### src/rtl/mips_pkg.sv
// Shared MIPS datapath constants: instruction geometry, PC step and the
// opcode encodings that the fetch stage and the control decoder agree on.
package mips_pkg;
  localparam int          INSTR_W  = 32;
  localparam int          OPCODE_W = 6;
  localparam logic [31:0] PC_STEP  = 32'd4;

  localparam logic [OPCODE_W-1:0] OP_RTYPE = 6'b000000;
  localparam logic [OPCODE_W-1:0] OP_ADDIU = 6'b001001;
  localparam logic [OPCODE_W-1:0] OP_LW    = 6'b100011;
  localparam logic [OPCODE_W-1:0] OP_SW    = 6'b101011;
  localparam logic [OPCODE_W-1:0] OP_ORI   = 6'b001101;
endpackage

### src/rtl/fetch_fifo.sv
// Small synchronous FIFO for {pc, instr} pairs. Flush empties it in one cycle;
// storage is reset so the head reads as zero out of reset.
module fetch_fifo #(
  parameter int WIDTH = 64,
  parameter int DEPTH = 2
) (
  input  logic                       clk,
  input  logic                       rst_n,
  input  logic                       push,
  input  logic [WIDTH-1:0]           wdata,
  input  logic                       pop,
  input  logic                       flush,
  output logic [WIDTH-1:0]           rdata,
  output logic [$clog2(DEPTH):0]     count,
  output logic                       empty,
  output logic                       full
);
  localparam int AW = $clog2(DEPTH);
  localparam int CW = AW + 1;

  logic [WIDTH-1:0] mem [DEPTH];
  logic [AW-1:0]    rd_ptr, wr_ptr;
  logic             do_push, do_pop;

  assign empty   = (count == '0);
  assign full    = (count == CW'(DEPTH));
  assign do_pop  = pop & ~empty;
  assign do_push = push & (~full | do_pop);
  assign rdata   = mem[rd_ptr];

  always_ff @(posedge clk or negedge rst_n) begin
    if (!rst_n) begin
      rd_ptr <= '0;
      wr_ptr <= '0;
      count  <= '0;
      for (int i = 0; i < DEPTH; i++) mem[i] <= '0;
    end else begin
      if (do_push) mem[wr_ptr] <= wdata;
      if (flush) begin
        rd_ptr <= '0;
        wr_ptr <= '0;
        count  <= '0;
      end else begin
        if (do_push) wr_ptr <= wr_ptr + AW'(1);
        if (do_pop)  rd_ptr <= rd_ptr + AW'(1);
        count <= count + CW'(do_push) - CW'(do_pop);
      end
    end
  end
endmodule

### src/rtl/instr_fetch.sv
// Instruction fetch: PC, credit-based imem requests (1-cycle memory), and a
// prefetch FIFO presented to decode via valid/ready. Redirect flushes everything.
module instr_fetch
  import mips_pkg::*;
#(
  parameter logic [31:0] RESET_PC = 32'h0000_0000,
  parameter int          DEPTH    = 2
) (
  input  logic                clk,
  input  logic                rst_n,
  output logic                imem_req,
  output logic [31:0]         imem_addr,
  input  logic [INSTR_W-1:0]  imem_rdata,
  input  logic                redirect,
  input  logic [31:0]         redirect_pc,
  output logic                id_valid,
  input  logic                id_ready,
  output logic [INSTR_W-1:0]  id_instr,
  output logic [31:0]         id_pc,
  output logic [OPCODE_W-1:0] id_opcode
);
  localparam int CW  = $clog2(DEPTH) + 1;
  localparam int CW1 = CW + 1;
  localparam logic [CW:0] DEPTH_L = CW1'(DEPTH);

  logic                   started, inflight, kill;
  logic [31:0]            pc, req_pc;
  logic                   pop, push, fifo_empty, fifo_full;
  logic [CW-1:0]          count;
  logic [CW:0]            occ, lim;
  logic [32+INSTR_W-1:0]  head;

  assign id_valid = ~fifo_empty;
  assign pop      = id_valid & id_ready;
  // A response from a request issued during a redirect window is never kept.
  assign push     = inflight & ~kill;

  // Credit: buffered + in-flight, less what leaves this cycle, must stay below DEPTH.
  assign occ      = {1'b0, count} + {{CW{1'b0}}, inflight};
  assign lim      = DEPTH_L + {{CW{1'b0}}, pop};
  assign imem_req = started & ~redirect & ~(fifo_full & ~pop) & (occ < lim);
  assign imem_addr = pc;

  always_ff @(posedge clk or negedge rst_n) begin
    if (!rst_n) begin
      pc       <= RESET_PC;
      req_pc   <= RESET_PC;
      started  <= 1'b0;
      inflight <= 1'b0;
      kill     <= 1'b0;
    end else begin
      started  <= 1'b1;
      inflight <= imem_req;
      kill     <= redirect;
      if (imem_req) req_pc <= pc;
      if (redirect)      pc <= redirect_pc & ~32'h3;
      else if (imem_req) pc <= pc + PC_STEP;
    end
  end

  fetch_fifo #(.WIDTH(32 + INSTR_W), .DEPTH(DEPTH)) u_fifo (
    .clk   (clk),
    .rst_n (rst_n),
    .push  (push),
    .wdata ({req_pc, imem_rdata}),
    .pop   (pop),
    .flush (redirect),
    .rdata (head),
    .count (count),
    .empty (fifo_empty),
    .full  (fifo_full)
  );

  assign id_pc     = head[32+INSTR_W-1:INSTR_W];
  assign id_instr  = head[INSTR_W-1:0];
  assign id_opcode = id_instr[INSTR_W-1:INSTR_W-OPCODE_W];
endmodule
### config.mk
export PLATFORM = sky130hd
export DESIGN_NAME = instr_fetch
export DESIGN_NICKNAME = d
export VERILOG_FILES = /design/src/rtl/mips_pkg.sv /design/src/rtl/fetch_fifo.sv /design/src/rtl/instr_fetch.sv
export SDC_FILE = /design/constraint.sdc
export NUM_CORES = 1
export LEC_CHECK = 0
export ABC_CLOCK_PERIOD_IN_PS = 4600
export BUFFER_PORTS_ARGS = -buffer_cell sky130_fd_sc_hd__buf_2
export CAP_MARGIN = 20
export CORE_ASPECT_RATIO = 1.4
export CORE_MARGIN = 2
export CORE_UTILIZATION = 30
export CTS_CLUSTER_DIAMETER = 30
export CTS_CLUSTER_SIZE = 16
export DETAILED_ROUTE_END_ITERATION = 7
export PLACE_DENSITY_LB_ADDON = 0.05
export SLEW_MARGIN = 30
export SYNTH_ARGS = -nofsm -noshare
export SYNTH_HDL_FRONTEND = slang
export SYNTH_SLANG_ARGS = --single-unit
### constraint.sdc
create_clock -name clk -period 4.6 [get_ports clk]
set_input_delay 0.46 -clock clk [delete_from_list [all_inputs] [get_ports clk]]
set_output_delay 0.46 -clock clk [all_outputs]
set_load 0.01 [all_outputs]
== After elaboration in Yosys (flattened, before gate mapping) ==
Cells that the tools add are included.

* Register bits after elaboration: 199
* Input port bits: 68
* Output and inout port bits: 104
* Word-level logic and storage cells: 57

* $add $sub $neg: 7
* $lt $le $gt $ge: 4
* Equal/unequal tests: 1
* Mux-type cells: 13
* Bitwise operators: 17
* Reductions and logical operators: 5

{| class="wikitable"
|+ Operators with widths
! cell !! count
|-
| two-way mux 64 bit || 4
|-
| bitwise mux 128 bit || 1
|-
| demux 64 bit (select 1 bit) || 1
|-
| two-way mux 32 bit || 2
|-
| adder 32 x 3 -> 32 bit (second input constant) || 1
|-
| bitwise AND 1 bit || 8
|-
| NOT 1 bit || 6
|-
| nonzero test 2 bit || 3
|-
| >= comparator 2 bit (second input constant) || 2
|-
| two-way mux 1 bit || 4
|-
| NOT 1 -> 2 bit || 2
|-
| adder 2 x 1 -> 3 bit || 1
|-
| adder 2 x 1 -> 3 bit (first input constant) || 1
|-
| < comparator 3 bit || 1
|-
| adder 1 bit (second input constant) || 2
|-
| adder 2 x 1 -> 2 bit || 1
|-
| == test 2 bit (second input constant) || 1
|-
| logical NOT 2 bit || 1
|-
| < comparator 2 x 1 -> 1 bit (second input constant) || 1
|-
| two-way mux 2 bit || 1
|-
| subtractor 2 x 1 -> 2 bit || 1
|-
| logical AND 1 bit || 1
|-
| bitwise OR 1 bit || 1
|}

== Longest topological paths before layout ==
Gate-level depths: netlist of the first run.

* Depth in word-level cells: 10
* Depth in mapped cells: 11
* Mapped depth without buffers: 8

== Modules after synthesis ==
A second synthesis of the first run with hierarchy kept.

* Cell total of the unflattened synthesis: 658
* Area, all modules: 9,506.6 µm²

{| class="wikitable"
|+ By module, submodules not included
! module !! instances !! cells an instance !! area each (µm²) !! seq. area each (µm²)
|-
| fetch_fifo || 1 || 364 || 6,303.5 || 3,303.2
|-
| instr_fetch || 1 || 294 || 3,203.1 || 1,576.5
|}

== Least setup slack after synthesis of the first run ==
OpenSTA, ideal clock, no wires.

* Path kind: reg-to-output
* Start point: register u_fifo.count[0]
* End point: output imem_req
* Data arrival time: 1.753 ns
* Required time: 4.140 ns
* Slack: 2.387 ns
* Cell stages (with the launch flop): 10
* Buffers on the path: 3
* Cell sequence: dfrtp_1 > ha_1 > ha_1 > nor3b_2 > o21a_1 > nand2_1 > buf_2 > inv_2 > buf_6 > buf_2

* Longest elaborated chain between the ends: 8
* Elaborated cells between the ends (all ways): 12
* Those cells by class: 2 x add/sub; 1 x order compare; 1 x eq/ne; 7 x bitwise; 1 x reduce/logical

{| class="wikitable"
|+ Ends and longest elaborated chain
! what !! RTL line !! RTL
|-
| start: declaration || fetch_fifo.sv:14 || <nowiki>output logic [$clog2(DEPTH):0] count,</nowiki>
|-
| start signal: assignment || fetch_fifo.sv:46 || <nowiki>count <= count + CW'(do_push) - CW'(do_pop);</nowiki>
|-
| branches (longest 7 deep; another with adder 2 x 1 -> 3 bit) || n/a ||
|-
| bitwise AND 1 bit (*) || instr_fetch.sv:41 || <nowiki>assign imem_req = started & ~redirect & ~(fifo_full & ~pop) & (occ < lim);</nowiki>
|-
| end: declaration || instr_fetch.sv:11 || <nowiki>output logic imem_req,</nowiki>
|}

Every way passes the cells marked *.

== Worst setup path after layout of the first run ==
Ends and elaborated chain as after synthesis.

==> summary.md, run 1 <==
| Metric | Value |
|---|---|
| Slew HR | `0.391` |
| Row count | `73` |
| CORE AREA | `0.0285 mm2` |
| Maxcap violations | `0` |
| Final WL | `22300 um` |
| Outcome | `finished clean` |
| Fillers | `2850` |
| Initial Util | `0.306` |
| I/O pin count | `172` |
| GRT met2 Usage | `0.253` |
| P_leak | `0.00500 uW` |
| Synth warnings | `0` |
| CP peak stage delay | `610 ps` |
| Initial antenna violation count | `0` |
| CTS HTree Levels | `4` |
| Width of the die | `148 um` |
| Crit path max fanout | `43` |
| PD cells | `637 mW/mm2` |
| Mapped Cells | `720` |
| Count of cell types in the netlist | `45` |
| Initial DRC Count | `256` |
| Main synth FF type | `dfrtp_1` |
| CP max stage cell | `inv_2` |
| Pins over their slew limit | `0` |
| Most common cell after layout, fill and taps aside | `dfrtp_1` |
| Overall Power | `6700 uW` |
| Period Utilization, post-route | `0.687` |
| Die Y | `206 um` |
| Worst Path Buf+Inv | `2` |
| Grt ovf | `0` |
| Layout Skew | `9.62 ps` |
| Final setup viols | `0` |
| Drt wl/cell | `17.8 um` |
| Hold Path Class | `in2reg` |
| Longest Clk Path Bufs | `2` |
| Remaining DRCs | `0` |
| RSZ-0062 raised after global routing | `no` |
| FFs w/ async S/R, synth | `1.00` |
| Most frequent cells in the layout | `dfrtp_1 (190), mux2_2 (186), buf_2 (164)` |
| GRT Overall Usage | `0.151` |
| Met3 Usage GRT | `0.0319` |
| Synth-to-Final Area Change | `20.6%` |
| Drt first pass iters | `4` |
| Peak supply drop | `272 uV` |
| Total Neg Setup Slack | `0 ps` |
| CTS Buf Count | `17` |
| First-pass GRT wire length | `35800 um` |
| Final HPWL DP | `14800 um` |
| CP Cell Sequence | `ha_1, ha_1, nor3b_2, o21a_1, nand2_2, inv_2, buf_2` |
| M1 GR Usage | `0.194` |
| Die area | `0.0305 mm2` |
| Final Hold Viols | `0` |
| Critical Path RT | `4140 ps` |
| CTS root buf | `clkbuf_16` |
| Layout cells sized above 1 | `0.454` |
| Cell Area, Synth | `0.00873 mm2` |
| CP Capture Type | `primary output` |
| Delay-heaviest family, CP | `buffers and inverters` |
| Measured slew at the worst slew-check pin | `912 ps` |
| Worst Path Arrival | `2700 ps` |
| Pin count of the biggest net entering global routing | `117` |
| Vias per std cell | `4.84` |
| Sequential area share after synthesis | `0.548` |
| Number of flops mapped to enable cells by yosys | `0` |
| Synth Register Bits | `191` |
| CP startpoint kind | `flop` |
| CTS Sinks | `191` |
| Via count | `6055` |
| Clk_lat worst skew | `430 ps` |
| IO buf count | `165` |
| CTS tree | `done` |
| GP Congestion | `0.784` |
| Layer with the highest usage | `met2` |
| Syn Area/Cell | `12.1 um2` |
| Most used cell, CP | `ha_1` |
| Antenna Nets Post-Route | `0` |
| Critical path start-end classification | `reg2out` |
| Period minus WS final | `3160 ps` |
| Vias in the first global route | `6468` |
| Max Freq | `0.316 GHz` |
| ANT cells | `0` |
| Final net count | `940` |
| CTS clk-pin slew, worst paths | `70 ps` |
[flip-flops by register name, summed over array words and instances, names as in the netlist]
name           flops
imem_addr         30
inflight           1
kill               1
req_pc            30
started            1
u_fifo.count       2
u_fifo.mem       124
u_fifo.rd_ptr      1
u_fifo.wr_ptr      1
[power breakdown]
| group | leakage [uW] | total, uW | internal (uW) | switching, uW |
|---|---|---|---|---|
| sequential | 0.00242 | 2790 | 2340 | 448 |
| clock | 0.000297 | 1530 | 918 | 616 |
| combinational | 0.00229 | 2380 | 1220 | 1170 |
| total | 0.00500 | 6700 | 4480 | 2230 |
[routing by layer]
layer | routed length [um] | part of all wire | vias to the layer above
met5 | 0 | 0 | -
met4 | 206 | 0.0092 | 0
met3 | 1090 | 0.049 | 12
met2 | 11200 | 0.50 | 171
met1 | 9810 | 0.44 | 3052
li1 | - | - | 2820
[worst reg2reg max path: stages, from the launching register on]
cell and delay [ps]:
dfrtp_1 430, nand2b_1 130, o211a_1 320, nor2b_4 820, buf_4 480, mux2_2 400
[synth_stat cells, types with 7 or more instances]
cell type | n | area share
dfrtp_1 | 191 | 0.55
mux2_2 | 186 | 0.24
nand2_1 | 112 | 0.048
buf_2 | 23 | 0.013
o21ai_0 | 21 | 0.012
nor2_1 | 19 | 0.0082
nand4_1 | 15 | 0.011
inv_1 | 14 | 0.0060
nand3_1 | 14 | 0.0080
buf_4 | 11 | 0.0095
o211ai_1 | 11 | 0.0095
a21oi_1 | 8 | 0.0046
a221o_1 | 8 | 0.0092
nor3_1 | 7 | 0.0040
[stage by stage]
step / util / setup WS [ps] / cell area [um2] / hold slack, ps / cells
2_1_floorplan: - / 2390 / 8740 / 164 / 723
3_3_place_gp: 0.346 / 1780 / 9860 / 481 / 1221
3_5_place_dp: 0.346 / 1760 / 9860 / 488 / 1221
4_1_cts: 0.367 / 1420 / 10500 / 202 / 1250
5_1_grt: 0.369 / 1240 / 10500 / 239 / 1252
6_report: 0.369 / 1440 / 10500 / 241 / 1252
[layout make-up]
| type | count | area, um2 | area share |
|---|---|---|---|
| flip-flops and latches | 191 | 4780 | 0.454 |
| multi-input cells | 470 | 3680 | 0.350 |
| repair buffers | 172 | 923 | 0.0878 |
| clock buffers | 23 | 498 | 0.0473 |
| well taps | 375 | 469 | 0.0446 |
| clock inverters | 6 | 108 | 0.0102 |
| inverters | 15 | 56.3 | 0.00535 |
[what timing repair did]
action	in CTS	in global routing
setup buffers	0	0
hold buffers	0	1
resized for setup	0	0
hold endpoints to repair	0	42
[kinds of logic (layout without fill, tap and decap cells)]
logic type                 Yosys count  after routing  synth area share
AOI/OAI and AO/OA                   71             71            0.0566
xor gates and xnor gates             7              7           0.00703
adders and majority gates            5              5           0.00717
buffers and inverters               62            216            0.0356
DFF                                191            191             0.548
muxes                              186            186             0.240
other                                2              5          0.000861
and+or+nand+nor                    196            196             0.105
[worst paths after layout]
kind | from | slack (ps) | end | depth (start not counted)
worst max-delay path | u_fifo.count[0] | 1440 | imem_req | 7
worst min-delay path | redirect_pc[26] | 240 | imem_addr[26] | 3
worst max register to register | u_fifo.count[1] | 1910 | u_fifo.mem[110] | 5
worst min register to register | req_pc[2] | 500 | req_pc[2] | 2
max in group asynchronous | rst_n | 2970 | u_fifo.mem[21] | 4
min in group asynchronous | rst_n | 500 | u_fifo.mem[19] | 2
Note: power is estimated with default switching activity, not from simulation.
==> run 2, diff against run 1 <==
--- a/config.mk
+++ b/config.mk
@@ -5,7 +5,7 @@
 export SDC_FILE = /design/constraint.sdc
 export NUM_CORES = 1
 export LEC_CHECK = 0
-export ABC_CLOCK_PERIOD_IN_PS = 4600
+export ABC_CLOCK_PERIOD_IN_PS = 2900
 export BUFFER_PORTS_ARGS = -buffer_cell sky130_fd_sc_hd__buf_2
 export CAP_MARGIN = 20
 export CORE_ASPECT_RATIO = 1.4
==> constraint.sdc (replaced) <==
create_clock -name clk -period 2.9 [get_ports clk]
set_input_delay 0.29 -clock clk [delete_from_list [all_inputs] [get_ports clk]]
set_output_delay 0.29 -clock clk [all_outputs]
set_load 0.01 [all_outputs]
==> run 2 against run 1 <==
Against the previous run:
- flip-flop and latch count stayed put
- sequential power is 59% higher
- via count is 1.4% higher
- largest power group unchanged
- critical endpoint unchanged
- die area stayed put
- clock skew is 8.9 ps higher
==> summary.md, run 2 (synthesized netlist as in run 1, its figures left out) <==
| Metric | Value |
|---|---|
| Outcome | `finished clean (unchanged)` |
| Seq. cell area | `0.00478 mm2 (unchanged)` |
| Largest register FFs | `124 (unchanged)` |
| CTS tree | `done (unchanged)` |
| RSZ-0062 raised after global routing | `no (unchanged)` |
| Final Hold Viols | `0 (unchanged)` |
| Placed cell count | `1237 (was 1221)` |
| Longest Clk Path Bufs | `2 (unchanged)` |
| I/O pin count | `172 (unchanged)` |
| Most common cell after layout, fill and taps aside | `dfrtp_1 (unchanged)` |
| Drt first pass iters | `4 (unchanged)` |
| Layout cells sized above 1 | `0.465 (was 0.454)` |
| CTS HTree Levels | `4 (unchanged)` |
| Total Neg Setup Slack | `0 ps (unchanged)` |
| Most frequent cells in the layout | `dfrtp_1 (190), mux2_2 (186), buf_2 (164) (unchanged)` |
| Max Freq | `0.388 GHz` |
| CP Cell Sequence | `ha_1, ha_1, nor3b_2, o21a_1, nand2_2, inv_4, buf_2 (was ha_1, ha_1, nor3b_2, o21a_1, nand2_2, inv_2, buf_2)` |
| Crit path max fanout | `25 (was 43)` |
| Measured slew at the worst slew-check pin | `755 ps (was 912 ps)` |
| PD cells | `1010 mW/mm2 (was 637 mW/mm2)` |
| First-pass GRT wire length | `36700 um (was 35800 um)` |
| CTS clk-pin slew, worst paths | `70 ps (about the same)` |
| Most used cell, CP | `ha_1 (unchanged)` |
| Final HPWL DP | `15700 um (was 14800 um)` |
| CTS Sinks | `191 (unchanged)` |
| Pin count of the biggest net entering global routing | `89 (was 117)` |
| GRT Overall Usage | `0.154 (was 0.151)` |
| Multi-input gate area | `0.00366 mm2 (was 0.00368 mm2)` |
| Remaining DRCs | `0 (unchanged)` |
| Initial DRC Count | `230 (was 256)` |
| Final setup viols | `0 (unchanged)` |
| IO buf count | `165 (unchanged)` |
| P_leak | `0.00510 uW (was 0.00500 uW)` |
| Layout Skew | `18.5 ps (was 9.62 ps)` |
| CORE AREA | `0.0285 mm2 (unchanged)` |
| Clk_lat worst skew | `440 ps (was 430 ps)` |
| Grt ovf | `0 (unchanged)` |
| Die Y | `206 um (unchanged)` |
| Antenna Nets Post-Route | `0 (unchanged)` |
| Vias in the first global route | `6623 (was 6468)` |
| FF-to-FF End | `imem_addr[13] (was u_fifo.mem[110])` |
| Final hold slack | `66.7 ps (was 241 ps)` |
| Hold Path Class | `in2reg (unchanged)` |
| R2R Setup Slk | `590 ps (was 1910 ps)` |
| CP max stage cell | `dfrtp_1 (was inv_2)` |
| Critical path start-end classification | `reg2out (unchanged)` |
| Final WL | `22600 um (was 22300 um)` |
| Pins over their slew limit | `0 (unchanged)` |
| Worst Reg-to-Reg Cells | `8 (was 5)` |
| Period Utilization, post-route | `0.888` |
| Fillers | `2898 (was 2850)` |
| Drt wl/cell | `17.8 um (about the same)` |
| CP startpoint kind | `flop (unchanged)` |
| CP peak stage delay | `440 ps (was 610 ps)` |
| Critical Path RT | `2610 ps (was 4140 ps)` |
| ANT cells | `0 (unchanged)` |
| GP Congestion | `0.789 (was 0.784)` |
| Row count | `73 (unchanged)` |
| Final net count | `955 (was 940)` |
| Die area | `0.0305 mm2 (unchanged)` |
| CTS root buf | `clkbuf_16 (unchanged)` |
| Synth-to-Final Area Change | `22.1% (was 20.6%)` |
| Most flop-heavy register | `u_fifo.mem (unchanged)` |
| Via count | `6138 (was 6055)` |
| Maxcap violations | `0 (unchanged)` |
| Worst r2r src | `u_fifo.count[0] (was u_fifo.count[1])` |
| Peak supply drop | `405 uV (was 272 uV)` |
| Worst Path Arrival | `2280 ps (was 2700 ps)` |
| Slew HR | `0.497 (was 0.391)` |
| Vias per std cell | `4.83 (was 4.84)` |
| Post-CTS repair timing setup buffer count | `0 (unchanged)` |
| Initial antenna violation count | `0 (unchanged)` |
| Finished Layout Cells | `1270 (was 1252)` |
| Period minus WS final | `2570 ps` |
| Initial Util | `0.306 (unchanged)` |
| CP Capture Type | `primary output (unchanged)` |
| Crit path capture | `imem_req (unchanged)` |
| Width of the die | `148 um (unchanged)` |
| CP startpoint | `u_fifo.count[0] (unchanged)` |
| CTS Buf Count | `17 (unchanged)` |
run 2: cell count changes in the layout (fill, tap and decap cells not counted), moves of 2 or more:
cell	change
clkinv_4	+2
buf_4	+12
inv_6	+2
buf_12	+4
clkinv_2	+2
clkbuf_8	-2
run 2: through the flow:
step           total power (uW)  setup slack [ps]   util  instance area (um2)
5_1_grt                   11500               148  0.374                10700
3_3_place_gp               8270               632  0.352                10000
2_1_floorplan              6900               836      -                 8740
3_5_place_dp               8410               592  0.352                10000
6_report                  10700               326  0.374                10700
4_1_cts                   10900               111  0.374                10600
run 2: cell type report:
type                       instances  share of cell area
clock buffer                      19              0.0425
clock inverter                    13              0.0150
inverter                          15             0.00552
multi-input combinational        470               0.344
sequential                       191               0.449
tap                              375              0.0441
timing repair buffer             187               0.100
run 2: what timing repair did:
action / 4_1_cts / 5_1_grt
endpoints found under the hold margin: 83 / 0
hold buffers: 1 / 0
gates resized for setup: 0 / 2
endpoints found under the setup margin: 0 / 1
run 2: worst min-delay path by stage:
stage	from	end	slack, ps	cells after the start
after floorplan	rst_n	imem_addr[10]	-6	0
after global placement	rst_n	u_fifo.mem[21]	400	1
after detailed placement	rst_n	u_fifo.mem[19]	410	1
after CTS	redirect_pc[13]	imem_addr[13]	30	3
after global routing	redirect_pc[13]	imem_addr[13]	60	3
final	redirect_pc[13]	imem_addr[13]	70	3
run 2: report_power, final:
part           switching [uW]  internal (uW)
registers                 719           3710
logic                    1860           1990
clock network            1040           1410
total                    3620           7100
run 2: worst max-delay path, delay by kind of cell (launching register included):
kind / cells / cell delay (ps)
buf+inv: 2 / 480
flops: 1 / 440
fa+ha+maj: 2 / 400
simple gates: 2 / 300
compound gates: 1 / 240
run 2: metal layers:
layer | up-vias | global-route usage | part of all wire
met3 | 29 | 0.0322 | 0.043
met1 | 3081 | 0.199 | 0.44
met5 | - | 0 | 0
met2 | 164 | 0.257 | 0.50
met4 | 0 | 0.0490 | 0.017
li1 | 2864 | - | -
==> run 3, diff against run 2 <==
--- a/config.mk
+++ b/config.mk
@@ -14,6 +14,7 @@
 export CTS_CLUSTER_DIAMETER = 30
 export CTS_CLUSTER_SIZE = 16
 export DETAILED_ROUTE_END_ITERATION = 7
+export MAX_ROUTING_LAYER = met4
 export PLACE_DENSITY_LB_ADDON = 0.05
 export SLEW_MARGIN = 30
 export SYNTH_ARGS = -nofsm -noshare
==> run 3 against run 2 <==
Against the previous run:
- flip-flop and latch count stayed put
- non-clock buffer count stayed put
- power hardly changed
- worst hold slack hardly changed
- critical endpoint unchanged
==> summary.md, run 3 (synthesized netlist as in run 1, its figures left out) <==
| Metric | Value |
|---|---|
| Outcome | `finished clean (unchanged)` |
| Row count | `73 (unchanged)` |
| Total Neg Setup Slack | `0 ps (unchanged)` |
| Drt wl/cell | `17.8 um (unchanged)` |
| CP max stage cell | `dfrtp_1 (unchanged)` |
| CTS root buf | `clkbuf_16 (unchanged)` |
| Switching share of power | `0.337 (about the same)` |
| Clock network power share | `0.228 (about the same)` |
| Final hold slack | `66.3 ps (was 66.7 ps)` |
| Critical Path RT | `2610 ps (about the same)` |
| Die Y | `206 um (unchanged)` |
| Post-place setup slack | `592 ps (unchanged)` |
| Period minus WS final | `2590 ps (was 2570 ps)` |
| CP startpoint kind | `flop (unchanged)` |
| Die area | `0.0305 mm2 (unchanged)` |
| Clk_lat worst skew | `440 ps (about the same)` |
| Maxcap violations | `0 (unchanged)` |
| Period Utilization, post-route | `0.891 (was 0.888)` |
| Layout cells sized above 1 | `0.465 (unchanged)` |
| Worst Path Arrival | `2300 ps (was 2280 ps)` |
| Synth-to-Final Area Change | `22.1% (unchanged)` |
| CORE AREA | `0.0285 mm2 (unchanged)` |
| Grt ovf | `0 (unchanged)` |
| Pin count of the biggest net entering global routing | `89 (unchanged)` |
| CTS HTree Levels | `4 (unchanged)` |
| Most used cell, CP | `ha_1 (unchanged)` |
| P_int | `7100 uW (about the same)` |
| Final Core Density | `0.374 (unchanged)` |
| RSZ-0062 raised after global routing | `no (unchanged)` |
| Worst Path Buf+Inv | `2 (unchanged)` |
| Most frequent cells in the layout | `dfrtp_1 (190), mux2_2 (186), buf_2 (164) (unchanged)` |
| CP Cell Sequence | `ha_1, ha_1, nor3b_2, o21a_1, nand2_2, inv_4, buf_2 (unchanged)` |
| Sequential share of power | `0.413 (about the same)` |
| CTS clk-pin slew, worst paths | `70 ps (about the same)` |
| Final WL | `22600 um (unchanged)` |
| Worst Hold Launch | `redirect_pc[13] (unchanged)` |
| CP Capture Type | `primary output (unchanged)` |
| Measured slew at the worst slew-check pin | `747 ps (was 755 ps)` |
| Fin worst setup slack | `315 ps (was 326 ps)` |
| Antenna Nets Post-Route | `0 (unchanged)` |
| Finished Layout Cells | `1270 (unchanged)` |
| Most flop-heavy register | `u_fifo.mem (unchanged)` |
| Max Freq | `0.387 GHz (was 0.388 GHz)` |
| Vias in the first global route | `6631 (was 6623)` |
| CTS Sinks | `191 (unchanged)` |
| Hold Path Class | `in2reg (unchanged)` |
| Width of the die | `148 um (unchanged)` |
| Via count | `6126 (was 6138)` |
| GRT Overall Usage | `0.158 (was 0.154)` |
| Critical path start-end classification | `reg2out (unchanged)` |
| Peak supply drop | `407 uV (was 405 uV)` |
| Drt first pass iters | `5 (was 4)` |
| CP peak stage delay | `440 ps (about the same)` |
| CP startpoint | `u_fifo.count[0] (unchanged)` |
| I/O pin count | `172 (unchanged)` |
| Vias per std cell | `4.82 (was 4.83)` |
| Largest register FFs | `124 (unchanged)` |
| Initial Util | `0.306 (unchanged)` |
| Final Hold Viols | `0 (unchanged)` |
| Crit path max fanout | `25 (unchanged)` |
| Longest Clk Path Bufs | `2 (unchanged)` |
| Delay-heaviest family, CP | `buffers and inverters (unchanged)` |
| Final net count | `955 (unchanged)` |
| Most common cell after layout, fill and taps aside | `dfrtp_1 (unchanged)` |
| Remaining DRCs | `0 (unchanged)` |
| Combinational share of power | `0.359 (about the same)` |
| Final HPWL DP | `15700 um (unchanged)` |
| CTS Buf Count | `17 (unchanged)` |
| Pins over their slew limit | `0 (unchanged)` |
| ANT cells | `0 (unchanged)` |
| Layout Skew | `19.0 ps (was 18.5 ps)` |
| Initial antenna violation count | `0 (unchanged)` |
| Slew HR | `0.502 (was 0.497)` |
| PD cells | `1010 mW/mm2 (about the same)` |
| Initial DRC Count | `252 (was 230)` |
| P_leak | `0.00510 uW (unchanged)` |
| Final setup viols | `0 (unchanged)` |
| Placed cell count | `1237 (unchanged)` |
| Worst r2r src | `u_fifo.count[0] (unchanged)` |
| Post-CTS repair timing setup buffer count | `0 (unchanged)` |
| CTS tree | `done (unchanged)` |
| Sw power | `3610 uW (was 3620 uW)` |
| GP Congestion | `0.801 (was 0.789)` |
| First-pass GRT wire length | `36700 um (unchanged)` |
| IO buf count | `165 (unchanged)` |
==> run 3: final timing paths <==
kind / slack, ps / to / depth (start not counted)
setup / recovery: 310 / imem_req / 7
hold / removal: 70 / imem_addr[13] / 3
setup reg to reg: 590 / imem_addr[13] / 8
hold reg to reg: 490 / req_pc[22] / 2
max in group asynchronous: 1540 / u_fifo.mem[74] / 3
min in group asynchronous: 490 / u_fifo.mem[19] / 2
==> run 3: cell type report <==
type / instances / area [um2]
Timing Repair Buffer: 187 / 1060
Sequential cell: 191 / 4780
Multi-Input combinational cell: 470 / 3660
Tap cell: 375 / 469
Inverter: 15 / 58.8
Fill cell: 2898 / 17800
Clock inverter: 13 / 160
Clock buffer: 19 / 453
==> run 3: worst register-to-register path, cell delays in order (launching register included) <==
cell     delay (ps)
dfrtp_1         440
ha_1            210
ha_1            190
nor3b_2         170
o21a_1          240
nand2_2         120
buf_12          220
or4_1           560
nand3_1          90
==> run 3: per-stage QoR <==
stage               power (uW)  area [um2]
global placement          8270       10000
floorplan                 6900        8740
CTS                      10900       10600
finish                   10700       10700
detailed placement        8410       10000
global route             11500       10700
==> run 3: routing by layer <==
layer,global-route usage,vias up,part of all wire
li1,-,2864,-
met1,0.201,3063,0.45
met2,0.256,170,0.50
met3,0.0308,29,0.040
met4,0.0490,0,0.017
met5,-,-,0
==> run 3: power groups by stage <==
| stage | clock [uW] | combinational (uW) | sequential, uW |
|---|---|---|---|
| 2_1_floorplan | 0 | 2650 | 4250 |
| 3_3_place_gp | 0 | 3850 | 4420 |
| 3_5_place_dp | 0 | 3920 | 4500 |
| 4_1_cts | 2550 | 3940 | 4450 |
| 5_1_grt | 2660 | 4250 | 4600 |
| 6_report | 2440 | 3840 | 4430 |
==> run 3: repair_timing <==
item,4_1_cts,5_1_grt
gates resized for setup,0,2
endpoints found under the setup margin,0,1
hold buffers,1,0
hold endpoints to repair,83,0
